### src/rtl/key_pkg.sv
// Shared definitions for the calculator key path.
// Includes the debouncer state encoding and the debounce clock rate.
package key_pkg;

  localparam int DB_CLK_HZ = 100;
  localparam int CNT_W     = 8;

  localparam logic [1:0] KD_IDLE         = 2'd0;
  localparam logic [1:0] KD_PRESS_WAIT   = 2'd1;
  localparam logic [1:0] KD_PRESSED      = 2'd2;
  localparam logic [1:0] KD_RELEASE_WAIT = 2'd3;

  typedef enum logic [1:0] {
    ST_IDLE         = KD_IDLE,
    ST_PRESS_WAIT   = KD_PRESS_WAIT,
    ST_PRESSED      = KD_PRESSED,
    ST_RELEASE_WAIT = KD_RELEASE_WAIT
  } kd_state_t;

endpackage

### src/rtl/sync_2ff.sv
// Two-flop synchroniser for an asynchronous level input.
// The reset value is a parameter, so the output idles at the input's inactive level.
module sync_2ff #(
  parameter logic RST_VAL = 1'b0
) (
  input  logic clk,
  input  logic rst,
  input  logic i_d,
  output logic o_q
);

  logic r_meta;
  logic r_sync;

  always_ff @(posedge clk or posedge rst) begin
    if (rst) begin
      r_meta <= RST_VAL;
      r_sync <= RST_VAL;
    end else begin
      r_meta <= i_d;
      r_sync <= r_meta;
    end
  end

  assign o_q = r_sync;

endmodule

### src/rtl/key_debouncer.sv
// Debounces one raw mechanical key into a clean level with press and release pulses.
// A level change is accepted after STABLE_CNT consecutive equal synchronised samples.
module key_debouncer
  import key_pkg::*;
#(
  parameter int unsigned STABLE_CNT = 3,
  parameter bit          ACTIVE_LOW = 1'b1
) (
  input  logic clk_db,
  input  logic rst,
  input  logic key_raw,
  output logic btn_out,
  output logic press_pulse,
  output logic release_pulse
);

  localparam logic [CNT_W-1:0] CNT_LAST = CNT_W'(STABLE_CNT - 1);

  logic             w_sync;
  logic             w_key;
  kd_state_t        r_state, w_state_next;
  logic [CNT_W-1:0] r_cnt, w_cnt_next;
  logic             r_btn, w_btn_next;
  logic             r_press, w_press_next;
  logic             r_rel, w_rel_next;

  // Synchroniser idles at the unpressed raw level so reset never looks like a press.
  sync_2ff #(
    .RST_VAL (ACTIVE_LOW)
  ) u_sync (
    .clk (clk_db),
    .rst (rst),
    .i_d (key_raw),
    .o_q (w_sync)
  );

  assign w_key = w_sync ^ ACTIVE_LOW;

  always_ff @(posedge clk_db or posedge rst) begin
    if (rst) begin
      r_state <= ST_IDLE;
      r_cnt   <= '0;
      r_btn   <= 1'b0;
      r_press <= 1'b0;
      r_rel   <= 1'b0;
    end else begin
      r_state <= w_state_next;
      r_cnt   <= w_cnt_next;
      r_btn   <= w_btn_next;
      r_press <= w_press_next;
      r_rel   <= w_rel_next;
    end
  end

  always_comb begin
    w_state_next = r_state;
    w_cnt_next   = r_cnt;
    w_btn_next   = r_btn;
    w_press_next = 1'b0;
    w_rel_next   = 1'b0;
    case (r_state)
      ST_IDLE: begin
        w_btn_next = 1'b0;
        if (w_key) begin
          w_state_next = ST_PRESS_WAIT;
          w_cnt_next   = CNT_W'(1);
        end else begin
          w_cnt_next   = '0;
        end
      end
      ST_PRESS_WAIT: begin
        if (!w_key) begin
          w_state_next = ST_IDLE;
          w_cnt_next   = '0;
        end else if (r_cnt == CNT_LAST) begin
          w_state_next = ST_PRESSED;
          w_btn_next   = 1'b1;
          w_press_next = 1'b1;
          w_cnt_next   = '0;
        end else begin
          w_cnt_next   = r_cnt + CNT_W'(1);
        end
      end
      ST_PRESSED: begin
        w_btn_next = 1'b1;
        if (!w_key) begin
          w_state_next = ST_RELEASE_WAIT;
          w_cnt_next   = CNT_W'(1);
        end
      end
      ST_RELEASE_WAIT: begin
        // A pressed sample here is a release bounce: return without a pulse.
        if (w_key) begin
          w_state_next = ST_PRESSED;
          w_cnt_next   = '0;
        end else if (r_cnt == CNT_LAST) begin
          w_state_next = ST_IDLE;
          w_btn_next   = 1'b0;
          w_rel_next   = 1'b1;
          w_cnt_next   = '0;
        end else begin
          w_cnt_next   = r_cnt + CNT_W'(1);
        end
      end
      default: begin
        w_state_next = ST_IDLE;
        w_btn_next   = 1'b0;
        w_cnt_next   = '0;
      end
    endcase
  end

  assign btn_out       = r_btn;
  assign press_pulse   = r_press;
  assign release_pulse = r_rel;

endmodule

### config.mk
export PLATFORM = sky130hd
export DESIGN_NAME = key_debouncer
export DESIGN_NICKNAME = d
export VERILOG_FILES = /design/src/rtl/key_pkg.sv /design/src/rtl/sync_2ff.sv /design/src/rtl/key_debouncer.sv
export SDC_FILE = /design/constraint.sdc
export NUM_CORES = 1
export LEC_CHECK = 0
export CORE_MARGIN = 4
export CORE_UTILIZATION = 47
export CTS_CLUSTER_SIZE = 25
export DETAILED_ROUTE_END_ITERATION = 10
export PLACE_DENSITY = 0.66
export SYNTH_ARGS = -nofsm -noshare
export SYNTH_HDL_FRONTEND = slang
export SYNTH_SLANG_ARGS = --single-unit
### constraint.sdc
create_clock -name clk_db -period 5.65 [get_ports clk_db]
set_clock_uncertainty 0.2 [all_clocks]
set_input_delay 1.13 -clock clk_db [delete_from_list [all_inputs] [get_ports clk_db]]
set_output_delay 1.13 -clock clk_db [all_outputs]
set_load 0.1 [all_outputs]
==> flow_summary.yaml, run 1 <==
status:
  status: "finished clean"
final_layout:
  finish.utilization: 0.549
  fin_cells: 110
  antenna_cells: 0
  final_layout_size_suffix_gt1_frac: 0.141
  design_area_um2: 948
  fill_cells: 158
  syn2layout_area_growth_pct: 11.1
  fin_nets: 96
timing:
  hold_viol_final: 0
  setup_ws_ns: 2.57
  slew_headroom: 0.353
  rsz0062_at_grt: "false"
  period_share: 0.546
  drv_slew: 0
  tightestPinTransition_ns: 0.968
  finalSetupViolCount: 0
  min_period_ns: 3.08
  holdWs_ns: 0.161
  max_freq_ghz: 0.324
  final.setup.tns_ns: 0
synthesis:
  synth.top_cells.by_count: "dfrtp_1, nor2_1, ha_1"
  synth_fp_nets: 88
  ys.flop_type: "dfrtp_1"
  synth_area_leaders: "dfrtp_1, ha_1, dfstp_2, nor2_1, xor2_1"
  synth_most_common_cell: "dfrtp_1"
  synth-edff-count: 0
  synthArstFlopShare: 1.00
  yosysTopAreaCell: "dfrtp_1"
  synth-seq-cells: 15
  synth_cell_type_count: 33
  yosysTopAreaCellShare: 0.381
  ys_seq_area_frac: 0.443
  synth_cells: 78
  synth_area_um2: 853
  ys_warn_count: 0
  avgSynthCellArea_um2: 10.9
placement:
  io_buffers: 5
  dp_slack_ns: 2.87
  hpwl_mm: 1.04
  dpl.cell_count: 106
  postPlaceCellArea_um2: 922
  place.gp.congestion: 0.808
route:
  detail-route-antenna-nets: 0
  post-route-drc-count: 0
  drt_first_iter_violations: 8
  totalWireLength_mm: 1.40
  vias_per_cell: 5.40
  vias: 594
  wl_per_cell_um: 12.7
  first_pass_iters: 4
critical_path:
  timing.rr.start: "r_state[0]$_DFFE_PP0P_"
  cp-endpoint: "btn_out"
  cp_top_family: "buffers and inverters"
  cp_data_arrival_time_ns: 1.75
  startpoint_type: "flip-flop"
  worst_r2r_path_depth: 6
  path_class: "reg2out"
  cp.buffers_inverters: 1
  cp.depth: 1
  path_cells: "clkdlybuf4s50_1"
  cp_data_required_time_ns: 4.32
  cp_slowest_stage_delay_ns: 1.13
  rrSetupSlack_ns: 3.48
  cpMaxStageDelayCell: "clkdlybuf4s50_1"
  crit_fanout: 2
  r2r-end: "r_cnt[6]$_DFFE_PP0P_"
  crit_start: "btn_out$_DFFE_PP0P_"
  crit_path_end_kind: "output pin"
global_routing:
  grt_usage: 0.128
  grt.overflow.total: 0
  antenna_found_initial: 0
  grt_pass1_wl_mm: 2.50
  grt_pass1_vias: 575
  grt_start_max_net_pins: 16
die:
  rows: 15
  die_h_um: 50.6
  ios: 6
  die_x_um: 50.6
  fp.coreArea_um2: 1730
  initial_core_util: 0.494
  dieArea_um2: 2560
clock_tree:
  ctsHoldBuffers: 0
  cts_setup_buffers: 0
  htree_levels: 1
  cts.clk_slew.worst_paths_ns: 0.09
  root_buffer: "clkbuf_4"
  cts_sinks: 15
  clk_latency_ns: 0.27
  cts_tree: "yes"
  cts_resized: 0
  numCtsBuffers: 3
  cts.path.max_buffers: 2
job:
  cap_violations: 0
power_and_ir_drop:
  ir_worst_vdd_mv: 0.378
  p_total_mw: 0.403
  leakage_nw: 0.388
  power_density_nw_per_um2: 425
min_path:
  hold_path_class: "reg2reg"
-- routing by layer --
layer | share of wire | up-vias | routed length [um] | global-route usage
li1 | - | 295 | - | -
met1 | 0.50 | 285 | 695 | 0.182
met2 | 0.46 | 12 | 638 | 0.196
met3 | 0.037 | 2 | 52 | 0.0356
met4 | 0.0057 | 0 | 8 | 0.0269
met5 | 0 | - | 0 | 0
-- cell families (layout without fill, tap and decap cells) --
group / after synthesis / count (layout) / synth area share
xor+xnor: 5 / 5 / 0.0513
buf+inv: 7 / 14 / 0.0367
fa+ha+maj: 7 / 7 / 0.103
compound gates: 13 / 13 / 0.128
flops: 15 / 15 / 0.443
mux: 2 / 2 / 0.0249
simple gates: 29 / 29 / 0.214
-- placed cells by master (no fill, tap or decap) --
master and count:
dfrtp_1 13, nor2_1 8, ha_1 7, inv_1 5, clkdlybuf4s50_1 5, nor3_1 4
nand3_1 3, xor2_1 3, nand4_1 3, clkbuf_4 3, nand2b_1 2, nand2_1 2
a211oi_2 2, a21oi_1 2, a31oi_1 2, xnor2_1 2, dfstp_2 2, nor2b_1 1
nor4b_4 1, nor3_2 1, mux2i_1 1, a21oi_2 1, o32a_1 1, a221oi_1 1
o31a_1 1, o31ai_1 1, a2bb2oi_1 1, a22o_1 1, and4b_1 1, nor2_2 1
nand3b_1 1, mux2_1 1, nor4b_2 1, clkbuf_1 1
-- final cells by class --
cell class | count | area [um^2] | area share
inverter | 5 | 18.8 | 0.0198
multi-input combinational | 56 | 444 | 0.468
timing repair buffer | 5 | 50.0 | 0.0528
tap | 25 | 31.3 | 0.0330
sequential | 15 | 378 | 0.398
clock buffer | 4 | 26.3 | 0.0277
-- flip-flops by register name (all words and copies together), names as in the netlist, named ones only --
register and cells:
release_pulse 1, r_state 1, btn_out 1, press_pulse 1
r_cnt 8, u_sync.o_q 1, u_sync.r_meta 1
-- how the worst min path moves through the flow --
stage / from / endpoint / slack, ns / cells past startpoint
6_report: u_sync.r_meta$_DFF_PP1_ / u_sync.o_q$_DFF_PP1_ / 0.16 / 0
5_1_grt: u_sync.r_meta$_DFF_PP1_ / u_sync.o_q$_DFF_PP1_ / 0.17 / 0
4_1_cts: u_sync.r_meta$_DFF_PP1_ / u_sync.o_q$_DFF_PP1_ / 0.16 / 0
3_5_place_dp: u_sync.r_meta$_DFF_PP1_ / u_sync.o_q$_DFF_PP1_ / 0.15 / 0
3_3_place_gp: u_sync.r_meta$_DFF_PP1_ / u_sync.o_q$_DFF_PP1_ / 0.15 / 0
2_1_floorplan: u_sync.r_meta$_DFF_PP1_ / u_sync.o_q$_DFF_PP1_ / 0.15 / 0
-- power breakdown --
group / switching, mW / total [mW] / internal [mW]
Clock: 0.0326 / 0.0599 / 0.0273
Combinational: 0.119 / 0.194 / 0.0758
Sequential: 0.0219 / 0.149 / 0.127
Total: 0.173 / 0.403 / 0.230
(Power assumes the default switching activity.)
==> inputs of run 2 (changes only) <==
==> constraint.sdc (replaced) <==
create_clock -name clk_db -period 3.09 [get_ports clk_db]
set_clock_uncertainty 0.2 [all_clocks]
set_input_delay 0.618 -clock clk_db [delete_from_list [all_inputs] [get_ports clk_db]]
set_output_delay 0.618 -clock clk_db [all_outputs]
set_load 0.1 [all_outputs]
==> flow_summary.yaml, run 2 (synthesis results as in run 1) <==
status:
  status: "finished clean"
global_routing:
  grt.overflow.total: 0
  grt_start_max_net_pins: 16
  antenna_found_initial: 0
  grt_pass1_vias: 602
  grt_usage: 0.138
  grt_pass1_wl_mm: 2.66
final_layout:
  largest_reg_flops: 8
  fin_nets: 96
  registers.top_by_ff_count: "r_cnt"
  final_common_cell: "dfrtp_1"
  final_layout_size_suffix_gt1_frac: 0.188
  final_cell_mix: "dfrtp_1, nor2_1, ha_1, inv_1, nor3_1"
  finish.utilization: 0.546
  syn2layout_area_growth_pct: 10.4
  antenna_cells: 0
  fin_cells: 110
  fill_cells: 177
  design_area_um2: 942
timing:
  holdWs_ns: 0.160
  hold_viol_final: 0
  setup_ws_ns: 0.904
  slew_headroom: 0.601
  period_share: 0.708
  final.setup.tns_ns: 0
  drv_slew: 0
  min_period_ns: 2.19
  max_freq_ghz: 0.457
  tightestPinTransition_ns: 0.598
  rsz0062_at_grt: "false"
  finalSetupViolCount: 0
power_and_ir_drop:
  sw_frac_of_total: 0.430
  power_frac_clock: 0.148
  power_density_nw_per_um2: 776
  ir_worst_vdd_mv: 0.697
  leakage_nw: 0.395
  p_seq_frac: 0.372
  p_total_mw: 0.731
  combPwrFrac: 0.480
  p_switching_mw: 0.314
  p_int_mw: 0.417
critical_path:
  cp_top_family: "simple AND/OR/NAND/NOR gates"
  path_class: "reg2reg"
  cp_data_arrival_time_ns: 2.19
  cp_data_required_time_ns: 3.09
  cp_slowest_stage_delay_ns: 0.54
  cp.buffers_inverters: 1
  rrSetupSlack_ns: 0.90
  crit_path_end_kind: "flip-flop"
  path_cells: "inv_1, ha_1, nor2b_1, nor3_1, nand2b_1, a31oi_1"
  cpMaxStageDelayCell: "nor2b_1"
  crit_fanout: 7
  startpoint_type: "flip-flop"
route:
  wl_per_cell_um: 12.6
  vias_per_cell: 5.24
  detail-route-antenna-nets: 0
  totalWireLength_mm: 1.39
  vias: 576
  first_pass_iters: 4
  post-route-drc-count: 0
  drt_first_iter_violations: 7
clock_tree:
  numCtsBuffers: 3
  htree_levels: 1
  root_buffer: "clkbuf_4"
  cts_resized: 0
  cts_tree: "yes"
  cts.clk_slew.worst_paths_ns: 0.09
  cts_sinks: 15
  cts.path.max_buffers: 2
  cts_setup_buffers: 0
  clk_latency_ns: 0.28
  ctsHoldBuffers: 0
die:
  die_h_um: 50.6
  die_x_um: 50.6
  ios: 6
  dieArea_um2: 2560
  fp.coreArea_um2: 1730
  rows: 15
  initial_core_util: 0.494
placement:
  place.gp.congestion: 0.789
  dp_slack_ns: 0.928
  hpwl_mm: 1.08
  postPlaceCellArea_um2: 915
  dpl.cell_count: 106
  io_buffers: 5
min_path:
  hold_path_class: "reg2reg"
job:
  cap_violations: 0
[run 2: metal layers]
layer / GRT usage / up-vias / part of all wire
li1: - / 301 / -
met1: 0.179 / 262 / 0.51
met2: 0.220 / 11 / 0.43
met3: 0.0534 / 2 / 0.053
met4: 0.0269 / 0 / 0.0086
met5: 0 / - / 0
[run 2: power groups by stage]
stage	Sequential, mW	Clock (mW)	Combinational [mW]
5_1_grt	0.280	0.125	0.389
2_1_floorplan	0.321	0	0.237
3_5_place_dp	0.276	0	0.350
3_3_place_gp	0.274	0	0.350
6_report	0.272	0.108	0.351
4_1_cts	0.271	0.117	0.352
[run 2: cell type report]
type / count / area [um^2] / share of cell area
inverter: 5 / 18.8 / 0.0199
multi-input combinational: 56 / 444 / 0.471
clock buffer: 3 / 22.5 / 0.0239
clock inverter: 1 / 5.00 / 0.00531
tap: 25 / 31.3 / 0.0332
timing repair buffer: 5 / 42.5 / 0.0452
sequential: 15 / 378 / 0.401
[run 2: path summary, 6_finish.rpt]
check	from	endpoint	cells past startpoint
worst max-delay path	r_state[0]$_DFFE_PP0P_	r_cnt[6]$_DFFE_PP0P_	6
worst min-delay path	u_sync.r_meta$_DFF_PP1_	u_sync.o_q$_DFF_PP1_	0
worst max register to register	r_state[0]$_DFFE_PP0P_	r_cnt[6]$_DFFE_PP0P_	6
worst min register to register	u_sync.r_meta$_DFF_PP1_	u_sync.o_q$_DFF_PP1_	0
max in group asynchronous	rst	r_state[0]$_DFFE_PP0P_	2
min in group asynchronous	rst	r_cnt[5]$_DFFE_PP0P_	2
[run 2: worst reg2reg max path: cells and delay by family, from the launching register on]
kind | cells | cell delay [ns]
buffers and inverters | 1 | 0.16
AOI/OAI and AO/OA | 1 | 0.16
and+or+nand+nor | 3 | 0.86
DFF | 1 | 0.42
adders and majority gates | 1 | 0.31
==> inputs of run 3 (changes only) <==
==> constraint.sdc (replaced) <==
create_clock -name clk_db -period 2.25 [get_ports clk_db]
set_clock_uncertainty 0.2 [all_clocks]
set_input_delay 0.45 -clock clk_db [delete_from_list [all_inputs] [get_ports clk_db]]
set_output_delay 0.45 -clock clk_db [all_outputs]
set_load 0.1 [all_outputs]
==> flow_summary.yaml, run 3 (synthesis results as in run 1) <==
status:
  status: "finished clean"
critical_path:
  rrSetupSlack_ns: 0.23
  cp_slowest_stage_delay_ns: 0.45
  path_class: "reg2reg"
  timing.rr.start: "r_cnt[0]$_DFFE_PP0P_"
  worst_r2r_path_depth: 6
  path_cells: "inv_1, ha_1, nor4b_4, nand3b_1, a21oi_1, mux2_1"
  crit_fanout: 6
  startpoint_type: "flip-flop"
  cpMaxStageDelayCell: "dfrtp_1"
  cp_data_required_time_ns: 2.22
  cp_data_arrival_time_ns: 1.99
  r2r-end: "btn_out$_DFFE_PP0P_"
  crit_path_end_kind: "flip-flop"
route:
  vias: 599
  vias_per_cell: 5.35
  first_pass_iters: 4
  detail-route-antenna-nets: 0
  totalWireLength_mm: 1.47
  wl_per_cell_um: 13.1
  drt_first_iter_violations: 15
  post-route-drc-count: 0
final_layout:
  registers.top_by_ff_count: "r_cnt"
  finish.utilization: 0.554
  final_layout_size_suffix_gt1_frac: 0.195
  final_cell_mix: "dfrtp_1, nor2_1, ha_1, inv_1, buf_4"
  fin_nets: 98
  syn2layout_area_growth_pct: 12.0
  final_common_cell: "dfrtp_1"
  largest_reg_flops: 8
  antenna_cells: 0
power_and_ir_drop:
  p_switching_mw: 0.434
  combPwrFrac: 0.487
  leakage_nw: 0.403
  power_frac_clock: 0.143
  ir_worst_vdd_mv: 0.901
  power_density_nw_per_um2: 1070
  p_seq_frac: 0.370
  p_int_mw: 0.587
  sw_frac_of_total: 0.425
die:
  die_h_um: 50.6
  rows: 15
  ios: 6
  dieArea_um2: 2560
  die_x_um: 50.6
  initial_core_util: 0.494
  fp.coreArea_um2: 1730
timing:
  drv_slew: 0
  setup_ws_ns: 0.229
  rsz0062_at_grt: "false"
  max_freq_ghz: 0.495
  min_period_ns: 2.02
  finalSetupViolCount: 0
  hold_viol_final: 0
  period_share: 0.898
  tightestPinTransition_ns: 0.543
  slew_headroom: 0.637
  final.setup.tns_ns: 0
global_routing:
  grt_start_max_net_pins: 16
  grt_usage: 0.134
  grt_pass1_vias: 575
  antenna_found_initial: 0
  grt.overflow.total: 0
  grt_pass1_wl_mm: 2.57
clock_tree:
  cts.path.max_buffers: 2
  cts.clk_slew.worst_paths_ns: 0.08
  cts_resized: 0
  numCtsBuffers: 3
  cts_setup_buffers: 0
  clk_latency_ns: 0.28
  cts_tree: "yes"
  htree_levels: 1
  ctsHoldBuffers: 0
  root_buffer: "clkbuf_4"
  cts_sinks: 15
placement:
  place.gp.congestion: 0.751
  io_buffers: 5
  dp_slack_ns: 0.218
  hpwl_mm: 1.13
min_path:
  hold_path.startpoint: "u_sync.r_meta$_DFF_PP1_"
  holdPathEnd: "u_sync.o_q$_DFF_PP1_"
  min_delay_path_depth: 0
  hold_path_class: "reg2reg"
job:
  cap_violations: 0
run 3: changes by cell type in the layout (fill, tap and decap cells not counted), sizes merged:
cell,change
buf,+2
clkbuf,+1
clkinv,-1
run 3: cell type report:
class                           count  area, um^2
Inverter                            5        18.8
Clock buffer                        4        26.3
Sequential cell                    15         378
Tap cell                           25        31.3
Timing Repair Buffer                7        57.6
Fill cell                         161         771
Multi-Input combinational cell     56         444
run 3: power by group through the flow:
| stage | combinational [mW] | clock [mW] | sequential (mW) |
|---|---|---|---|
| global route | 0.545 | 0.171 | 0.387 |
| CTS | 0.500 | 0.151 | 0.377 |
| floorplan | 0.326 | 0 | 0.441 |
| finish | 0.497 | 0.146 | 0.378 |
| detailed placement | 0.497 | 0 | 0.383 |
| global placement | 0.494 | 0 | 0.377 |
run 3: layer usage:
layer / vias up / share of wire / routed length [um] / GRT usage
met5: - / 0 / 0 / 0
met4: 0 / 0.017 / 25 / 0.0359
met3: 4 / 0.062 / 91 / 0.0593
met2: 15 / 0.43 / 638 / 0.207
met1: 282 / 0.49 / 715 / 0.170
li1: 298 / - / - / -
run 3: per-stage QoR:
step	cells	hold WS [ns]	power, mW	instance area, um^2
floorplan	78	0.145	0.766	853
global placement	108	0.149	0.871	930
detailed placement	108	0.152	0.880	930
CTS	112	0.163	1.03	956
global route	112	0.172	1.10	956
finish	112	0.160	1.02	956
run 3: how the worst max path moves through the flow:
stage | slack, ns | endpoint | start
after CTS | 0.21 | btn_out$_DFFE_PP0P_ | r_cnt[0]$_DFFE_PP0P_
after detailed placement | 0.22 | btn_out$_DFFE_PP0P_ | r_cnt[0]$_DFFE_PP0P_
after global placement | 0.34 | btn_out$_DFFE_PP0P_ | r_cnt[0]$_DFFE_PP0P_
after global routing | 0.1 | btn_out$_DFFE_PP0P_ | r_cnt[0]$_DFFE_PP0P_
final | 0.23 | btn_out$_DFFE_PP0P_ | r_cnt[0]$_DFFE_PP0P_
after floorplan | 0.41 | btn_out$_DFFE_PP0P_ | r_cnt[0]$_DFFE_PP0P_
run 3: critical path: cells and delay by family, from the launching register on:
| family | cells | cell delay [ns] |
|---|---|---|
| AOI/OAI and AO/OA | 1 | 0.20 |
| muxes | 1 | 0.34 |
| DFF | 1 | 0.45 |
| adders and majority gates | 1 | 0.15 |
| and+or+nand+nor | 2 | 0.47 |
| buffers and inverters | 1 | 0.11 |
